$ cat src/rtl/no_lut_node.sv
// Boolean-network node with a runtime-loadable truth table.
// Two copies of the node state are kept: s0 advances on every SLOW_DIV-th
// start_s0 strobe, s1 on every start_s1 strobe, so a cycle detector can compare
// them (tortoise/hare). s1 value changes are counted with a saturating counter.
module no_lut_node #(
    parameter int NUM_INPUTS = 3,
    parameter logic [(1 << NUM_INPUTS)-1:0] LUT_INIT = 8'hEA,
    parameter int SLOW_DIV = 2,
    parameter int CNT_W = 8
) (
    input  logic                  clk,
    input  logic                  rst,
    input  logic                  reset_nos,
    input  logic                  init_state,
    input  logic                  start_s0,
    input  logic                  start_s1,
    input  logic [NUM_INPUTS-1:0] in_s0,
    input  logic [NUM_INPUTS-1:0] in_s1,
    input  logic                  cfg_we,
    input  logic [NUM_INPUTS-1:0] cfg_addr,
    input  logic                  cfg_data,
    output logic                  s0,
    output logic                  s1,
    output logic                  chg_s0,
    output logic                  chg_s1,
    output logic [CNT_W-1:0]      flips_s1,
    output logic                  eq
);

    localparam int LUT_N = 1 << NUM_INPUTS;
    localparam int DIV_W = (SLOW_DIV > 1) ? $clog2(SLOW_DIV) : 1;
    localparam logic [DIV_W-1:0] DIV_MAX = DIV_W'(SLOW_DIV - 1);

    logic [LUT_N-1:0] lut_q, lut_d;
    logic             s0_q, s0_d;
    logic             s1_q, s1_d;
    logic             chg0_q, chg0_d;
    logic             chg1_q, chg1_d;
    logic [DIV_W-1:0] div_q, div_d;
    logic [CNT_W-1:0] flips_q, flips_d;
    logic             next0, next1;

    // Both copies look up the table as it stood before this edge.
    always_comb begin
        next0 = lut_q[in_s0];
        next1 = lut_q[in_s1];
    end

    // Next-state: table writes, per-run reinit, slow divider and fast update.
    always_comb begin
        lut_d   = lut_q;
        s0_d    = s0_q;
        s1_d    = s1_q;
        chg0_d  = 1'b0;
        chg1_d  = 1'b0;
        div_d   = div_q;
        flips_d = flips_q;

        if (cfg_we) begin
            lut_d[cfg_addr] = cfg_data;
        end

        if (reset_nos) begin
            s0_d    = init_state;
            s1_d    = init_state;
            div_d   = DIV_MAX;
            flips_d = '0;
        end else begin
            if (start_s0) begin
                if (div_q == DIV_MAX) begin
                    s0_d   = next0;
                    chg0_d = (next0 != s0_q);
                    div_d  = '0;
                end else begin
                    div_d = div_q + DIV_W'(1);
                end
            end
            if (start_s1) begin
                s1_d   = next1;
                chg1_d = (next1 != s1_q);
                if ((next1 != s1_q) && (flips_q != {CNT_W{1'b1}})) begin
                    flips_d = flips_q + CNT_W'(1);
                end
            end
        end
    end

    // State registers; rst restores the power-up table and clears the run.
    always_ff @(posedge clk) begin
        if (rst) begin
            lut_q   <= LUT_INIT;
            s0_q    <= 1'b0;
            s1_q    <= 1'b0;
            chg0_q  <= 1'b0;
            chg1_q  <= 1'b0;
            div_q   <= DIV_MAX;
            flips_q <= '0;
        end else begin
            lut_q   <= lut_d;
            s0_q    <= s0_d;
            s1_q    <= s1_d;
            chg0_q  <= chg0_d;
            chg1_q  <= chg1_d;
            div_q   <= div_d;
            flips_q <= flips_d;
        end
    end

    // Output mapping; eq is deliberately combinational on the registered copies.
    always_comb begin
        s0       = s0_q;
        s1       = s1_q;
        chg_s0   = chg0_q;
        chg_s1   = chg1_q;
        flips_s1 = flips_q;
        eq       = (s0_q == s1_q);
    end

endmodule
$ cat config.mk
export PLATFORM = sky130hd
export DESIGN_NAME = no_lut_node
export DESIGN_NICKNAME = d
export VERILOG_FILES = /design/src/rtl/no_lut_node.sv
export SDC_FILE = /design/constraint.sdc
export NUM_CORES = 1
export LEC_CHECK = 0
export ABC_AREA = 1
export CAP_MARGIN = 10
export CORE_UTILIZATION = 48
export DETAILED_ROUTE_END_ITERATION = 8
export PLACE_DENSITY = 0.78
export SLEW_MARGIN = 25
export SYNTH_ARGS = -nofsm -noshare
export SYNTH_HDL_FRONTEND = slang
export SYNTH_SLANG_ARGS = --single-unit
$ cat constraint.sdc
create_clock -name clk -period 2.48 [get_ports clk]
set_input_delay 0.496 -clock clk [delete_from_list [all_inputs] [get_ports clk]]
set_output_delay 0.496 -clock clk [all_outputs]
set_load 0.05 [all_outputs]
==> out/summary.txt <==
Outcome: completed
Drt first-iter violations: 42
Leak: 0.699 nW
DR pass1 iterations: 4
Max stage delay on crit path: 0.81 ns
Die X: 52.7 um
Post-Synthesis Cell Area: 1230 sq um
Clock Skews: 0.00816 ns
Crit end category: output pin
CP max stage cell: clkdlybuf4s50_1
Total internal power: 477 uW
Worst R2R Start: flips_s1[0]$_SDFFE_PP0P_
Syn nets: 202
Gr usage total: 0.226
Port Buffers: 29
Final nets: 233
Psw: 228 uW
Share of cells above drive strength 1: 0.0794
RSZ-0062 raised after global routing: no
Clock latency on the worst-skew pair: 0.31 ns
Utilization of the core after routing: 0.637
Synthesized instance count: 184
CP endpoint: eq
Root Buffer: clkbuf_4
Combinational Power Share: 0.247
Power Density: 451 nW/um^2
Final hold viol count: 0
WL final: 2.72 mm
Initial antenna violation count: 0
Hold buffers post-CTS: 0
I/O pin total: 30
Clk sinks: 21
Mapped Avg Cell Area: 6.71 sq um
Data arrival time of the critical path: 1.70 ns
Final min period: 2.19 ns
CTS tree: yes
CP Launch Type: flop
Area grow syn2layout: 26.6%
Final slew viol count: 0
Hold wc startpoint: lut_q[4]$_SDFFE_PP0P_
Worst Path Max Fanout: 5
Die H: 52.7 um
FF-to-FF setup slack: 0.62 ns
CTS Buf Count: 3
CTS clk-pin slew, worst paths: 0.13 ns
Peak VDD IR: 0.270 mV
Final Cycle Share: 0.884
Initial core utilization: 0.503
Resize count post-CTS: 0
Core area: 2450 sq um
Peak Freq: 456 MHz
Post-synthesis sequential area ratio: 0.340
Dpl ws: 0.374 ns
Clock power frac: 0.241
Reg2reg path depth: 8
Crit path from: s1$_SDFFE_PP0P_
Routed length per instance: 11.2 um
Global-route wire length before repair: 4.69 mm
Drt via density: 5.14
Setup bufs post-CTS: 0
R2r endpoint: flips_s1[1]$_SDFFE_PP0P_
N_diodes: 0
FF+latch count, synth: 21
Switching Share: 0.323
# rows: 18
HP Class: reg -> reg
Synth unique cells: 24
H-tree lvl count: 1
Final worst slack: 0.287 ns
GPL Wtd Cong: 0.838
Area of the die: 2780 sq um
Residual DRC: 0
Ys Warns: 0
CP Cell Sequence: xnor2_1, clkdlybuf4s50_1
Flop pwr share: 0.511
Setup tns final: 0 ns
WS Path Type: reg -> out
Clk buf depth: 2
HPWL Detailed: 2.16 mm
Max Cap Viol: 0
Rel. slew slack: 0.601
Largest net degree at the start of global routing: 13
Vias in the first global route: 1076
Worst-Margin Slew: 0.596 ns
Antenna viol nets, final: 0
Finish-stage setup viols: 0
DR vias: 1255
Critical Path RT: 1.98 ns
Total gr overflow: 0
==> synthesized netlist by cell type <==
library cell / count / area (sq um)
nand2_1: 41 / 154
inv_1: 34 / 128
dfxtp_1: 21 / 420
nor2_1: 21 / 78.8
o21ai_0: 14 / 70.1
a21oi_1: 10 / 50.1
nand3_1: 7 / 35.0
nand3_2: 7 / 70.1
nand4_1: 7 / 43.8
o311ai_0: 4 / 35.0
a311oi_1: 2 / 17.5
inv_2: 2 / 7.51
nor3_1: 2 / 10.0
xnor2_1: 2 / 17.5
buf_4: 1 / 7.51
buf_8: 1 / 15.0
clkbuf_1: 1 / 3.75
ha_1: 1 / 12.5
nand2_2: 1 / 6.26
nand2_4: 1 / 11.3
nor3_2: 1 / 10.0
nor3_4: 1 / 16.3
o22ai_1: 1 / 6.26
xor2_1: 1 / 8.76
==> state kept, by name, indices dropped and copies added (netlist names) <==
register and cells:
chg_s0 1, chg_s1 1, div_q 1, flips_s1 8, lut_q 8, s0 1, s1 1
==> metal layers <==
layer | track usage | up-vias | routed length [um]
li1 | - | 655 | -
met4 | 0.0658 | 0 | 12
met3 | 0.0261 | 2 | 123
met2 | 0.382 | 32 | 1320
met5 | 0 | - | 0
met1 | 0.300 | 566 | 1270
==> cell families (layout without fill, tap and decap cells) <==
family	Yosys count	count (layout)	share of synthesized area
flops	21	21	0.340
fa+ha+maj	1	1	0.0101
compound gates	31	31	0.145
xor+xnor	3	3	0.0213
buf+inv	39	69	0.131
simple gates	89	89	0.353
==> metrics by stage <==
| step | power (mW) | area (sq um) | cells | hold slack [ns] |
|---|---|---|---|---|
| 2_1_floorplan | 0.483 | 1230 | 184 | 0.459 |
| 3_3_place_gp | 0.538 | 1540 | 240 | 0.484 |
| 3_5_place_dp | 0.542 | 1540 | 240 | 0.495 |
| 4_1_cts | 0.706 | 1560 | 244 | 0.512 |
| 5_1_grt | 0.740 | 1560 | 244 | 0.537 |
| 6_report | 0.706 | 1560 | 244 | 0.506 |
==> power by group through the flow <==
stage	clock, mW	sequential [mW]	combinational [mW]
floorplan	0	0.389	0.0943
global placement	0	0.367	0.170
detailed placement	0	0.368	0.174
finish	0.170	0.361	0.175
global route	0.184	0.362	0.194
CTS	0.171	0.360	0.175
==> how the worst min path moves through the flow <==
stage,slack (ns),to,cells after the start
6_report,0.51,lut_q[4]$_SDFFE_PP0P_,2
5_1_grt,0.54,lut_q[4]$_SDFFE_PP0P_,2
4_1_cts,0.51,lut_q[4]$_SDFFE_PP0P_,2
3_5_place_dp,0.50,lut_q[4]$_SDFFE_PP0P_,2
3_3_place_gp,0.48,lut_q[5]$_SDFFE_PP1P_,2
2_1_floorplan,0.46,lut_q[4]$_SDFFE_PP0P_,2
==> cells in the final DEF, fill, tap and decap left out <==
cell,count
nand2_1,41
inv_1,34
clkdlybuf4s50_1,29
nor2_1,21
dfxtp_1,21
o21ai_0,14
a21oi_1,10
nand3_1,7
nand3_2,7
nand4_1,7
o311ai_0,4
clkbuf_4,3
xnor2_1,2
inv_2,2
nor3_1,2
a311oi_1,2
nand2_2,1
nand2_4,1
nor3_4,1
nor3_2,1
xor2_1,1
o22ai_1,1
ha_1,1
clkinv_2,1
==> final cells by class <==
type	instances	area, sq um
Fill cell	242	891
Multi-Input combinational cell	124	653
Sequential cell	21	420
Timing Repair Buffer	29	290
Inverter	36	135
Tap cell	30	37.5
Clock buffer	3	22.5
Clock inverter	1	5.00
==> worst max-delay path, delay by kind of cell (launching register included) <==
kind / cells / cell delay (ns)
xor gates and xnor gates: 1 / 0.14
DFF: 1 / 0.45
buffers and inverters: 1 / 0.81
Note: power is estimated with default switching activity, not from simulation.
